### config.mk
export PLATFORM = sky130hd
export DESIGN_NAME = irq_gateway_flat
export DESIGN_NICKNAME = d
export VERILOG_FILES = /design/src/rtl/irq_gateway_if.sv /design/src/rtl/irq_gateway.sv /design/src/flat_wrapper.sv
export SDC_FILE = /design/constraint.sdc
export NUM_CORES = 1
export LEC_CHECK = 0
export ABC_AREA = 1
export CELL_PAD_IN_SITES_DETAIL_PLACEMENT = 0
export CELL_PAD_IN_SITES_GLOBAL_PLACEMENT = 2
export CORE_ASPECT_RATIO = 1.75
export CORE_UTILIZATION = 27
export DETAILED_ROUTE_END_ITERATION = 8
export PLACE_DENSITY_LB_ADDON = 0.1
export SETUP_SLACK_MARGIN = 0.1
export SLEW_MARGIN = 20
export SYNTH_ARGS = -nofsm -noshare
export SYNTH_HDL_FRONTEND = slang
export SYNTH_SLANG_ARGS = --single-unit
### constraint.sdc
create_clock -name i_CLK -period 1.9 [get_ports i_CLK]
set_clock_uncertainty 0.1 [all_clocks]
set_input_delay 0.19 -clock i_CLK [delete_from_list [all_inputs] [get_ports i_CLK]]
set_output_delay 0.19 -clock i_CLK [all_outputs]
set_load 0.02 [all_outputs]
### src/rtl/irq_gateway_if.sv
// Register-port bundle between the trap-handler bus master and irq_gateway.
// The master issues one-cycle read/write strobes; read data returns combinationally.
interface irq_gateway_if;
    logic        i_RE;
    logic        i_WE;
    logic [4:0]  i_ADDR;
    logic [31:0] i_WDATA;
    logic [31:0] o_RDATA;

    modport master (output i_RE, output i_WE, output i_ADDR, output i_WDATA, input o_RDATA);
    modport slave  (input i_RE, input i_WE, input i_ADDR, input i_WDATA, output o_RDATA);
endinterface

### src/rtl/irq_gateway.sv
// External-interrupt gateway: per-source edge/level capture, pending/in-service tracking, claim/complete.
// Define IRQ_GW_SYNC_EN for a two-flop synchroniser on i_SRC; otherwise i_SRC is registered once.
module irq_gateway #(
    parameter int N_SRC = 6,
    parameter int ID_W  = 3
) (
    input  logic             i_CLK,
    input  logic             i_RSTn,
    input  logic [N_SRC-1:0] i_SRC,
    irq_gateway_if.slave     bus,
    output logic [N_SRC-1:0] o_MEI,
    output logic             o_IRQ_ANY
);
    localparam logic [4:0] ADDR_MODE      = 5'h00;
    localparam logic [4:0] ADDR_PENDING   = 5'h04;
    localparam logic [4:0] ADDR_CLAIM     = 5'h08;
    localparam logic [4:0] ADDR_COMPLETE  = 5'h0C;
    localparam logic [4:0] ADDR_INSERVICE = 5'h10;

    typedef enum logic [1:0] {ST_IDLE, ST_PEND, ST_SERV} state_t;

    logic [N_SRC-1:0] s_p1;
    logic [N_SRC-1:0] sp_p2;
    logic [N_SRC-1:0] mode_q;
    state_t           state_q [N_SRC];
    state_t           state_d [N_SRC];
    logic [N_SRC-1:0] defer_q;
    logic [N_SRC-1:0] defer_d;
    logic [N_SRC-1:0] edge_ev;
    logic [N_SRC-1:0] lvl;
    logic [N_SRC-1:0] pend_vec;
    logic [N_SRC-1:0] serv_vec;
    logic [N_SRC-1:0] claim_hit;
    logic [N_SRC-1:0] cmp_hit;
    logic [N_SRC-1:0] mei_d;
    logic             claim_rd;
    logic             cmp_wr;
    logic             mode_wr;
    logic [ID_W-1:0]  claim_id;
    logic [ID_W-1:0]  cmp_id;
    logic [31:0]      rdata;
    logic             unused_wdata;

    function automatic logic [ID_W-1:0] lowest_id(input logic [N_SRC-1:0] v);
        lowest_id = '0;
        for (int i = N_SRC - 1; i >= 0; i--)
            if (v[i]) lowest_id = ID_W'(i + 1);
    endfunction

    // Stage p0/p1: bring raw sources into the clock domain
`ifdef IRQ_GW_SYNC_EN
    logic [N_SRC-1:0] meta_p0;
    always_ff @(posedge i_CLK or negedge i_RSTn) begin
        if (!i_RSTn) begin
            meta_p0 <= '0;
            s_p1    <= '0;
        end else begin
            meta_p0 <= i_SRC;
            s_p1    <= meta_p0;
        end
    end
`else
    always_ff @(posedge i_CLK or negedge i_RSTn) begin
        if (!i_RSTn) s_p1 <= '0;
        else         s_p1 <= i_SRC;
    end
`endif

    // Stage p2: previous sample for rising-edge detection
    always_ff @(posedge i_CLK or negedge i_RSTn) begin
        if (!i_RSTn) sp_p2 <= '0;
        else         sp_p2 <= s_p1;
    end

    assign edge_ev      = s_p1 & ~sp_p2;
    assign lvl          = s_p1;
    assign claim_rd     = bus.i_RE && (bus.i_ADDR == ADDR_CLAIM);
    assign cmp_wr       = bus.i_WE && (bus.i_ADDR == ADDR_COMPLETE);
    assign mode_wr      = bus.i_WE && (bus.i_ADDR == ADDR_MODE);
    assign cmp_id       = bus.i_WDATA[ID_W-1:0];
    assign unused_wdata = ^bus.i_WDATA;

    always_comb begin
        for (int i = 0; i < N_SRC; i++) begin
            pend_vec[i] = (state_q[i] == ST_PEND);
            serv_vec[i] = (state_q[i] == ST_SERV);
        end
    end

    assign claim_id = lowest_id(pend_vec);

    // Ids 0 and > N_SRC never match any source, so bad completes fall out naturally
    always_comb begin
        for (int i = 0; i < N_SRC; i++) begin
            claim_hit[i] = claim_rd && (claim_id == ID_W'(i + 1));
            cmp_hit[i]   = cmp_wr && (cmp_id == ID_W'(i + 1));
        end
    end

    always_comb begin
        for (int i = 0; i < N_SRC; i++) begin
            state_d[i] = state_q[i];
            defer_d[i] = defer_q[i];
            case (state_q[i])
                ST_IDLE: begin
                    if (mode_q[i] ? edge_ev[i] : lvl[i]) state_d[i] = ST_PEND;
                end
                ST_PEND: begin
                    if (claim_hit[i]) begin
                        state_d[i] = ST_SERV;
                        defer_d[i] = mode_q[i] && edge_ev[i];
                    end else if (!mode_q[i] && !lvl[i]) begin
                        state_d[i] = ST_IDLE;
                    end
                end
                ST_SERV: begin
                    // Level is ignored while in service; it is re-examined from IDLE after complete
                    if (cmp_hit[i]) begin
                        state_d[i] = (defer_q[i] || (mode_q[i] && edge_ev[i])) ? ST_PEND : ST_IDLE;
                        defer_d[i] = 1'b0;
                    end else if (mode_q[i] && edge_ev[i]) begin
                        defer_d[i] = 1'b1;
                    end
                end
                default: begin
                    state_d[i] = ST_IDLE;
                    defer_d[i] = 1'b0;
                end
            endcase
        end
    end

    always_comb begin
        for (int i = 0; i < N_SRC; i++) mei_d[i] = (state_d[i] == ST_PEND);
    end

    // Stage state: per-source FSM, deferred flags, mode and request outputs
    always_ff @(posedge i_CLK or negedge i_RSTn) begin
        if (!i_RSTn) begin
            mode_q  <= '0;
            defer_q <= '0;
            o_MEI   <= '0;
            for (int i = 0; i < N_SRC; i++) state_q[i] <= ST_IDLE;
        end else begin
            if (mode_wr) mode_q <= bus.i_WDATA[N_SRC-1:0];
            defer_q <= defer_d;
            o_MEI   <= mei_d;
            for (int i = 0; i < N_SRC; i++) state_q[i] <= state_d[i];
        end
    end

    assign o_IRQ_ANY = |o_MEI;

    always_comb begin
        rdata = '0;
        case (bus.i_ADDR)
            ADDR_MODE:      rdata[N_SRC-1:0] = mode_q;
            ADDR_PENDING:   rdata[N_SRC-1:0] = pend_vec;
            ADDR_CLAIM:     rdata[ID_W-1:0]  = claim_id;
            ADDR_INSERVICE: rdata[N_SRC-1:0] = serv_vec;
            default:        rdata = '0;
        endcase
    end

    assign bus.o_RDATA = rdata;
endmodule

### src/flat_wrapper.sv
// flat-port wrapper written by rule: the top's interface ports become plain ports
module irq_gateway_flat 
#(
    parameter int N_SRC = 6,
    parameter int ID_W  = 3
)
  (i_CLK, i_RSTn, i_SRC, o_MEI, o_IRQ_ANY, bus_i_RE, bus_i_WE, bus_i_ADDR, bus_i_WDATA, bus_o_RDATA);
  irq_gateway_if bus_i ();
  input  logic i_CLK;
  input  logic i_RSTn;
  input  logic [N_SRC-1:0] i_SRC;
  output logic [N_SRC-1:0] o_MEI;
  output logic o_IRQ_ANY;
  input wire logic [$bits(bus_i.i_RE)-1:0] bus_i_RE;
  input wire logic [$bits(bus_i.i_WE)-1:0] bus_i_WE;
  input wire logic [$bits(bus_i.i_ADDR)-1:0] bus_i_ADDR;
  input wire logic [$bits(bus_i.i_WDATA)-1:0] bus_i_WDATA;
  output wire logic [$bits(bus_i.o_RDATA)-1:0] bus_o_RDATA;
  assign bus_i.i_RE = bus_i_RE;
  assign bus_i.i_WE = bus_i_WE;
  assign bus_i.i_ADDR = bus_i_ADDR;
  assign bus_i.i_WDATA = bus_i_WDATA;
  assign bus_o_RDATA = bus_i.o_RDATA;
  irq_gateway #(.N_SRC(N_SRC), .ID_W(ID_W)) u_core (.i_CLK(i_CLK), .i_RSTn(i_RSTn), .i_SRC(i_SRC), .bus(bus_i), .o_MEI(o_MEI), .o_IRQ_ANY(o_IRQ_ANY));
endmodule
Word-level counts from Yosys, hierarchy flattened. Cells that the tools add are included.

Register bits: 42. Input port bits: 47. Output and inout port bits: 39. Word-level logic and storage cells: 203.

Equality and inequality tests: 46. Muxes and demuxes: 74. Bitwise operators: 8. Reductions and logical operators: 59.

Operator list (count): 2-bit two-way mux (24); 2-bit one-hot mux with 3 select lines (6); 1-bit two-way mux (30); 1-bit logical AND (27); 2-bit by 1-bit == test with 1-bit output (second input constant) (12); 3-bit == test (second input constant) (6); 3-bit two-way mux (6); 3-bit inequality test (second input constant) (6); 1-bit one-hot mux with 3 select lines (6); 3-bit AND reduction (6); 2-bit == test (second input constant) (6); 3-bit by 2-bit == test with 1-bit output (second input constant) (4); 1-bit logical NOT (12); 2-bit logical NOT (6); 2-bit inequality test (second input constant) (6); 3-bit one-hot mux with 4 select lines (1); 5-bit by 4-bit == test with 1-bit output (second input constant) (2); 3-bit one-hot mux with 3 select lines (1); 6-bit bitwise AND (1); 3-bit by 1-bit == test with 1-bit output (second input constant) (2); 1-bit logical OR (6); 1-bit inverter (6); 6-bit inverter (1); 6-bit OR reduction (1); 3 further kinds (3).

Logic depth before layout (Yosys ltp). Gate-level depths: netlist of the first run.

Depth after elaboration: 12. Mapped depth: 14. Depth with buffers taken out: 14.

Worst setup path before layout of the first run. OpenSTA, ideal clock, no wires.

Kind: register to output. Start point: register u_core.state_q[7] (netlist bit). End point: output bus_o_RDATA[0]. Arrival time: 1.451 ns. Required time: 1.610 ns. Setup slack: 0.159 ns. Cell stages (with the launch flop): 9. Buffers on the path: 0. Cell sequence: dfrtp_1 -> inv_1 -> ha_1 -> inv_1 -> nand2_1 -> nand2_1 -> nand2_1 -> inv_1 -> o2111ai_1.

Word-level cells in the longest chain between the ends: 5.

Ends and longest elaborated chain: start, declared (line irq_gateway.sv:25) `state_t state_q [N_SRC];`; 2-bit by 1-bit == test with 1-bit output (line irq_gateway.sv:85) `pend_vec[i] = (state_q[i] == ST_PEND);`; 3-bit two-way mux (3 in a row) (line irq_gateway.sv:47) `if (v[i]) lowest_id = ID_W'(i + 1);`; 3-bit one-hot mux with 4 select lines (line irq_gateway.sv:156) `case (bus.i_ADDR)`; end, declared (line flat_wrapper.sv:18) `output wire logic [$bits(bus_i.o_RDATA)-1:0] bus_o_RDATA;`.

No other way between the ends.

Worst setup path after layout of the first run.
Start point: register u_core.state_q[5] (netlist bit). End point: output bus_o_RDATA[2].

Word-level cells in the longest chain between the ends: 6.

Ends and longest elaborated chain (line): 2-bit by 1-bit == test with 1-bit output (irq_gateway.sv:85); 3-bit two-way mux (4 in a row) (irq_gateway.sv:47); 3-bit one-hot mux with 4 select lines (irq_gateway.sv:156).

No other way between the ends.

==> out/results.ini, run 1 <==
[sta]
slew_violations=0
fin_ws_ps=-12.5
fin_crit_ps=1910
setup_violations=1
fin_crit_sh_pct=101
finalSetupTns_ps=-12.5
tightestPinTransition_ps=505
rsz0062_at_grt=yes
finalHoldViolations=0
max_slew_margin_pct=66.3
fmax_ghz=0.523

[global_routing]
grt_pass1_wl_um=14600
grt_max_degree=26
grt_overflow_total=0
antenna_found_initial=0
grt_usage_pct=15.8
grt_pass1_vias=3015

[power]
powerDensity_nw_per_um2=1060
combPwrFrac_pct=56.0
leakagePower_nw=2.36
ir_drop_mv=0.574
seqPwrFrac_pct=26.1
p_int_mw=2.85
power_frac_clock_pct=17.9
switching_share_pct=41.2
p_switching_mw=2.00

[floorplanning]
rows=51
die-area_um2=12000
io-pin-count=86
start_util_pct=28.0
coreArea_um2=11200
die_h_um=144
die_w_um=83.3

[synthesis]
synth_edf_count=0
synthSimpleGateAreaFrac_pct=32.2
ys_seq_elements=42
synthAdderAreaFrac_pct=10.0
yosysTopAreaCell=dfrtp_1
ys_top_cells_by_count=nand2_1 (102), inv_1 (61), dfrtp_1 (42), nor2_1 (38), nand3_1 (30)
yosysSeqAreaShare_pct=33.7
synthCells=424
async_reset_ff_share_pct=100
synth_area_um2=3120
synthXorXnorAreaFrac_pct=0
synth_top_family_by_area=simple AND/OR/NAND/NOR gates
synth_compound_area_share_pct=8.98
synthMuxAreaShare_pct=0.721
synth.most_common_cell=nand2_1
yosysTopAreaCellShare_pct=33.7
yosysWarnings=0
synth_cell_types=30
ys.flop_type=dfrtp_1
synth_area_leaders=dfrtp_1 (34%), nand2_1 (12%), ha_1 (10%)
syn_avg_cell_area_um2=7.36

[worst_hold_path]
min_from=i_SRC[2]
hold_path_depth=1
hp-class=in -> reg

[cts]
cts_buffer_depth=2
cts.clk_slew.worst_paths_ps=60
cts_buffers=5
numClockSinks=42
clkLatencyLatePin_ps=290
cts_max_level=2
cts-root-buf=clkbuf_16
cts_tree=done

[worst_setup_path]
arrival_ps=1620
r2r_start=u_core.state_q[8]
crit_start=u_core.state_q[5]
cp.required_ps=1610
crit_top_cell=nor2_4
crit_fanout=3
critPathKind=reg -> out
reg2regPathDepth=12
crit_chain=inv_2, ha_2, nor2_4, nand2_2, nand2_4, nor2_4, a21oi_1, nand3_1, buf_6
crit_path_max_incr_delay_ps=360
slowest_stage=dfrtp_1
start_kind=flop
cp-end-kind=output pin

[cells_and_area]
fin_area_um2=4560
final_nets=614
antennaDiodeCount=0
fill_cells=1182
drive_gt1_share_pct=36.0
syn2layout_area_growth_pct=46.1
instances_no_fill=673
final_core_util_pct=40.8

[place]
placed_area_um2=4060
port_buffers=33
post-dp-hpwl_um=7270
gp_congestion=0.821
placed_cells=659

[route]
wirelength_um=9130
drtPass1Iterations=4
drc_errors=0
viasPerCell=4.34
route.detailed.wl_per_inst_um=13.6
drt_iter0_drc=71
num_vias=2921
ant_nets=0

[run_status]
violations=setup timing
status=complete, but fails checks

[run]
drv_cap=0

power groups by stage:
stage	Combinational (mW)	Sequential, mW	Clock [mW]
6_report	2.72	1.26	0.866
5_1_grt	3.01	1.29	0.938
4_1_cts	2.45	1.26	0.913
3_5_place_dp	2.26	1.25	0
3_3_place_gp	2.26	1.25	0
2_1_floorplan	1.16	1.31	0
critical path, delay by kind of cell, from the launching register on:
kind / cells / cell delay (ps)
AND/OR/NAND/NOR: 5 / 460
flip-flops: 1 / 360
AO/OA/AOI/OAI: 1 / 110
adder cells (fa/ha/maj): 1 / 200
buffers and inverters: 2 / 220
registers in the layout, indices dropped and copies added, names as in the netlist:
signal          flops
u_core.mode_q       6
u_core.state_q     12
u_core.sp_p2        6
u_core.defer_q      6
u_core.lvl          6
u_core.o_MEI        6
layout make-up:
cell class	instances	area, um^2	share of cell area [%]
Clock buffer	6	139	3.05
Inverter	63	236	5.19
Multi-Input combinational cell	317	2010	44.1
Sequential cell	42	1050	23.1
Tap cell	132	165	3.62
Timing Repair Buffer	113	958	21.0
stage by stage:
step	setup slack, ps	hold WS, ps	power [mW]
final	-12.5	235	4.85
after global routing	-102	236	5.24
after CTS	-45.9	231	4.62
after detailed placement	-422	93.7	3.51
after global placement	-406	86.5	3.51
after floorplan	159	-206	2.47
repair_timing:
action / 4_1_cts / 5_1_grt
resized for setup: 69 / 59
pin swaps: 12 / 39
hold buffers: 1 / 0
endpoints found under the setup margin: 27 / 26
setup buffers: 4 / 3
endpoints found under the hold margin: 17 / 0
cell families (layout without fill, tap and decap cells):
family,Yosys count,count (layout)
simple gates,214,214
buf+inv,90,182
compound gates,50,50
flops,42,42
fa+ha+maj,25,25
mux,2,2
other cells,1,26
cells in the final DEF, fill, tap and decap left out, types with 13 or more instances in the layout:
cell             count
o21ai_0             17
conb_1              26
nand3_1             18
ha_1                17
dfrtp_1             42
nand2_2             32
inv_1               50
buf_4               76
clkdlybuf4s50_1     21
nand3_2             13
nand2_1             81
nor2_1              32
a21oi_1             13
path summary, 6_finish.rpt:
path	endpoint	slack (ps)
min reg2reg	u_core.sp_p2[0]	300
max reg2reg	u_core.o_MEI[3]	30
max in group asynchronous	u_core.defer_q[5]	890
max	bus_o_RDATA[2]	-10
min	u_core.lvl[2]	230
min in group asynchronous	u_core.sp_p2[0]	300
layer usage:
metal | part of all wire, % | routed length [um] | vias to the layer above | global-route usage, %
li1 | - | - | 1517 | -
met1 | 38 | 3500 | 1343 | 15.9
met2 | 57 | 5200 | 51 | 32.2
met3 | 2.4 | 223 | 10 | 2.17
met4 | 2.2 | 202 | 0 | 5.99
met5 | 0 | 0 | - | 0
Power figures use the tool's default switching activity.
==> run 2, diff against run 1 <==
--- a/config.mk
+++ b/config.mk
@@ -9,6 +9,7 @@
 export CELL_PAD_IN_SITES_DETAIL_PLACEMENT = 0
 export CELL_PAD_IN_SITES_GLOBAL_PLACEMENT = 2
 export CORE_ASPECT_RATIO = 1.75
+export CORE_MARGIN = 2
 export CORE_UTILIZATION = 27
 export DETAILED_ROUTE_END_ITERATION = 8
 export PLACE_DENSITY_LB_ADDON = 0.1
==> out/results.ini, run 2 (synthesis gave the netlist of run 1 again) <==
[worst_setup_path]
crit_start=u_core.state_q[4]
crit_path_max_incr_delay_ps=450  ; +90 ps
critPathKind=reg -> out
cpLargestDelayFamily=flip-flops
cp.required_ps=1610  ; about the same
crit_chain=ha_4, nor2_4, nand2_1, nand2_4, nor2_4, a21oi_2, nand3_2, buf_6
crit_top_cell=nor2_4
arrival_ps=1600  ; -20 ps
start_kind=flop
crit_fanout=3  ; unchanged
path_buf_inv=1  ; -1
cp-end-kind=output pin
r2r_start=u_core.state_q[4]
slowest_stage=dfrtp_2

[cells_and_area]
final_nets=615  ; +0.16%
fill_cells=1246  ; +5.4%
regArea_um2=1050  ; +0.12%
multi_input_area_um2=2040  ; +1.5%
syn2layout_area_growth_pct=47.9
final_cell_mix=nand2_1 (77), buf_4 (75), inv_1 (50)
largest_reg_flops=12  ; unchanged
final_core_util_pct=40.3  ; -0.51 points
drive_gt1_share_pct=37.1  ; +1.1 points
top_register=u_core.state_q
final_common_cell=nand2_1

[floorplanning]
die_w_um=85.3  ; +2.4%
io-pin-count=86  ; unchanged
die-area_um2=12500  ; +3.8%
coreArea_um2=11500  ; +2.5%
die_h_um=146  ; +1.4%
start_util_pct=27.3  ; -0.69 points
rows=52  ; +2.0%

[sta]
fin_ws_ps=5.27  ; +17.7 ps
setup_violations=0  ; -1
slew_violations=0  ; unchanged
rsz0062_at_grt=yes
holdWs_ps=236  ; +1.54 ps
fin_crit_sh_pct=99.7  ; -0.93 points
fmax_ghz=0.528  ; +0.94%
finalHoldViolations=0  ; unchanged
fin_crit_ps=1890  ; -17.7 ps

[cts]
cts.clk_slew.worst_paths_ps=60  ; about the same
clkLatencyLatePin_ps=290  ; about the same
cts_buffer_depth=2  ; unchanged
cts_max_level=2  ; unchanged
cts-root-buf=clkbuf_16
cts_tree=done
numClockSinks=42  ; unchanged
cts_buffers=5  ; unchanged

[global_routing]
antenna_found_initial=1  ; +1
grt_max_degree=24  ; -7.7%
grt_pass1_wl_um=14300  ; -2.1%
grt_usage_pct=15.0  ; -0.82 points
grt_overflow_total=0  ; unchanged
grt_pass1_vias=2925  ; -3.0%

[worst_hold_path]
min_from=i_SRC[0]
hp-class=in -> reg

[run]
drv_cap=0  ; unchanged

[route]
route.detailed.wl_per_inst_um=12.9  ; -4.6%
num_vias=2941  ; +0.68%
drt_iter0_drc=45  ; -37%
ant_nets=0  ; unchanged
viasPerCell=4.33  ; -0.35%
drtPass1Iterations=5  ; +1
wirelength_um=8800  ; -3.6%
drc_errors=0  ; unchanged

[power]
seqPwrFrac_pct=25.9  ; -0.2 points
leakagePower_nw=2.38  ; +0.84%
p_int_mw=2.86  ; +0.57%
ir_drop_mv=0.544  ; -5.3%
p_total_mw=4.86  ; +0.29%
combPwrFrac_pct=56.0  ; about the same
p_switching_mw=2.00  ; -0.11%
power_frac_clock_pct=18.1  ; +0.2 points
switching_share_pct=41.1  ; -0.16 points
powerDensity_nw_per_um2=1050  ; -0.96%

[place]
port_buffers=33  ; unchanged
post-dp-hpwl_um=7290  ; +0.28%
pre_cts_ws_ps=-407  ; +15.3 ps
gp_congestion=0.774  ; -5.7%

[run_status]
status=finished, final reports clean

-- run 2: cell count changes in the layout (fill, tap and decap cells not counted), sizes merged --
| cell | delta |
|---|---|
| diode | +1 |
| dlymetal6s2s | +1 |
| clkbuf | +2 |
| clkinv | +1 |
| clkdlybuf4s50 | -1 |
-- run 2: repair_timing --
| action | 4_1_cts | 5_1_grt |
|---|---|---|
| endpoints found under the hold margin | 42 | 0 |
| gates resized for setup | 70 | 65 |
| setup endpoints to repair | 27 | 27 |
| hold buffers | 1 | 0 |
| pin swaps | 10 | 40 |
| buffers inserted | 3 | 7 |
-- run 2: path summary, 6_finish.rpt --
check,endpoint,slack (ps),depth (start not counted)
worst max-delay path,bus_o_RDATA[2],5,8
worst min-delay path,u_core.lvl[0],240,1
worst max register to register,u_core.o_MEI[1],40,13
worst min register to register,u_core.sp_p2[0],300,0
max in group asynchronous,u_core.state_q[4],1110,3
min in group asynchronous,u_core.defer_q[3],310,3
-- run 2: per-stage QoR --
step,setup TNS (ps),std cells,instance area (um^2)
final,0,680,4620
after global routing,-811,680,4620
after CTS,-58.2,672,4330
after detailed placement,-5180,660,4040
after global placement,-5140,660,4040
after floorplan,0,449,3220
-- run 2: cell type report --
type	count	area share, %
Multi-Input combinational cell	317	44.2
Clock inverter	1	0.108
Antenna cell	1	0.0542
Tap cell	135	3.66
Inverter	63	5.12
Timing Repair Buffer	114	21.0
Clock buffer	7	3.09
Sequential cell	42	22.8
-- run 2: metal layers --
layer / track usage [%] / up-vias / part of all wire [%] / routed length, um
met5: 0 / - / 0 / 0
met4: 6.27 / 0 / 3.1 / 273
met3: 2.43 / 16 / 3.2 / 283
met2: 28.1 / 64 / 56 / 4930
met1: 16.1 / 1344 / 38 / 3310
li1: - / 1517 / - / -
-- run 2: worst reg2reg max path, stage by stage, from the launching register on --
cell and delay, ps:
dfrtp_2 450, ha_4 180, nor2_4 110, nand2_2 70, nand2_4 80, nand2_4 70
buf_6 130, nor2_4 110, nand2_2 100, buf_6 130, nand2_2 50, nand2_2 70
nand2_2 80, nor2_4 40
-- run 2: power by group through the flow --
stage                     Sequential [mW]  Combinational (mW)  Clock, mW
after global placement               1.24                2.24          0
after CTS                            1.25                2.39      0.917
after floorplan                      1.31                1.16          0
after detailed placement             1.24                2.23          0
after global routing                 1.29                3.02      0.956
final                                1.26                2.72      0.880
==> run 3, diff against run 2 <==
==> constraint.sdc (replaced) <==
create_clock -name i_CLK -period 2.1 [get_ports i_CLK]
set_clock_uncertainty 0.1 [all_clocks]
set_input_delay 0.21 -clock i_CLK [delete_from_list [all_inputs] [get_ports i_CLK]]
set_output_delay 0.21 -clock i_CLK [all_outputs]
set_load 0.02 [all_outputs]
==> out/results.ini, run 3 (synthesis gave the netlist of run 1 again) <==
[global_routing]
grt_overflow_total=0  ; unchanged
grt_pass1_vias=2881  ; -1.5%
antenna_found_initial=0  ; -1
grt_pass1_wl_um=14200  ; -0.53%
grt_max_degree=25  ; +4.2%
grt_usage_pct=14.7  ; -0.26 points

[route]
drc_errors=0  ; unchanged
ant_nets=0  ; unchanged
wirelength_um=8710  ; -1.0%
route.detailed.wl_per_inst_um=13.4  ; +3.2%
viasPerCell=4.28  ; -1.0%
num_vias=2791  ; -5.1%
drtPass1Iterations=4  ; -1
drt_iter0_drc=72  ; +60%

[worst_setup_path]
timing.rr.end=u_core.o_MEI[3]
cp-end-kind=output pin
crit_start=bus_i_ADDR[0]
endpoint=bus_o_RDATA[4]
r2r_start=u_core.state_q[7]
r2r_setup_slack_ps=230  ; +190 ps
reg2regPathDepth=13  ; unchanged
crit_fanout=6  ; +3
cp.required_ps=1790  ; +180 ps
arrival_ps=1620  ; +20 ps
critPathKind=in -> out
start_kind=input pin

[floorplanning]
start_util_pct=27.3  ; unchanged
rows=52  ; unchanged
die_h_um=146  ; unchanged
io-pin-count=86  ; unchanged
die-area_um2=12500  ; unchanged
coreArea_um2=11500  ; unchanged
die_w_um=85.3  ; unchanged

[sta]
fin_crit_sh_pct=91.9
slew_violations=0  ; unchanged
rsz0062_at_grt=yes
max_slew_margin_pct=57.9
fmax_ghz=0.518
setup_violations=0  ; unchanged
tightestPinTransition_ps=631
fin_crit_ps=1930
fin_ws_ps=170  ; +165 ps
finalHoldViolations=0  ; unchanged

[worst_hold_path]
hp-class=in -> reg

[cts]
cts_buffers=5  ; unchanged
cts.clk_slew.worst_paths_ps=60  ; about the same
cts_buffer_depth=2  ; unchanged
clkLatencyLatePin_ps=290  ; about the same
numClockSinks=42  ; unchanged
cts-root-buf=clkbuf_16
cts_max_level=2  ; unchanged
cts_tree=done

[cells_and_area]
final_cell_mix=nand2_1 (94), inv_1 (58), buf_4 (55)
top_register=u_core.state_q
final_common_cell=nand2_1
final_nets=588  ; -4.4%
instances_no_fill=652  ; -4.1%
syn2layout_area_growth_pct=33.8
largest_reg_flops=12  ; unchanged
antennaDiodeCount=0  ; -1
drive_gt1_share_pct=25.5  ; -12 points

[power]
combPwrFrac_pct=50.7  ; -5.3 points
p_switching_mw=1.60  ; -20%
leakagePower_nw=2.17  ; -8.8%
power_frac_clock_pct=21.2  ; +3.1 points
p_int_mw=2.44  ; -15%
switching_share_pct=39.6  ; -1.4 points
powerDensity_nw_per_um2=966  ; -8.2%
seqPwrFrac_pct=28.1  ; +2.2 points
ir_drop_mv=0.512  ; -5.8%

[place]
placed_cells=640  ; -3.0%
port_buffers=33  ; unchanged
post-dp-hpwl_um=7170  ; -1.7%
gp_congestion=0.781  ; +0.88%
pre_cts_ws_ps=-255  ; +152 ps

[run_status]
status=finished, final reports clean

[run]
drv_cap=0  ; unchanged

run 3: changes by cell type in the layout (fill, tap and decap cells not counted), moves of 7 or more:
cell	previous run	this run
buf_4	75	55
buf_6	8	1
inv_1	50	58
inv_2	12	4
nand2_1	77	94
nand2_2	35	23
nand3_1	19	30
nand3_2	13	2
run 3: repair_timing:
item / CTS / global route
hold buffers: 1 / 0
buffers inserted: 1 / 2
endpoints found under the hold margin: 22 / 0
endpoints found under the setup margin: 9 / 19
pin swaps: 1 / 8
resized for setup: 28 / 35
run 3: area by class of cell:
cell class	count	area [um^2]
fill	1242	7270
multi-input combinational	317	1830
sequential	42	1050
timing repair buffer	87	724
inverter	63	236
tap	135	169
clock buffer	8	166
run 3: worst min-delay path by stage:
stage,depth (start not counted),start,end
detailed placement,1,i_RSTn,u_core.lvl[3]
finish,1,i_SRC[0],u_core.lvl[0]
CTS,1,i_SRC[3],u_core.lvl[3]
floorplan,0,i_RSTn,u_core.defer_q[0]
global placement,1,i_RSTn,u_core.sp_p2[3]
global route,1,i_SRC[2],u_core.lvl[2]
run 3: through the flow:
stage | setup TNS [ps] | total power, mW | instance area, um^2 | utilization [%] | hold WS (ps)
2_1_floorplan | 0 | 2.23 | 3220 | - | -186
3_3_place_gp | -1510 | 3.09 | 3870 | 33.8 | 174
3_5_place_dp | -1490 | 3.08 | 3870 | 33.8 | 172
4_1_cts | 0 | 4.00 | 4070 | 35.5 | 254
5_1_grt | 0 | 4.40 | 4180 | 36.5 | 255
6_report | 0 | 4.04 | 4180 | 36.5 | 260
run 3: power by group through the flow:
stage                     Sequential [mW]  Combinational, mW  Clock [mW]
after floorplan                      1.19               1.05           0
after global placement               1.13               1.97           0
after detailed placement             1.13               1.96           0
after CTS                            1.12               1.98       0.898
after global routing                 1.16               2.32       0.916
final                                1.13               2.04       0.857
run 3: worst max-delay path: stages:
cell             delay (ps)
clkdlybuf4s50_1         460
nor2_4                  150
nand2_1                 110
nor2_1                  100
buf_4                   160
nand2_1                  60
nand3_1                 100
clkdlybuf4s15_2         270
run 3: routing by layer:
metal | wire length, um | vias to the layer above | GRT usage (%)
met4 | 123 | 0 | 4.76
met2 | 4870 | 45 | 28.0
met3 | 213 | 7 | 1.87
li1 | - | 1460 | -
met5 | 0 | - | 0
met1 | 3500 | 1279 | 16.4
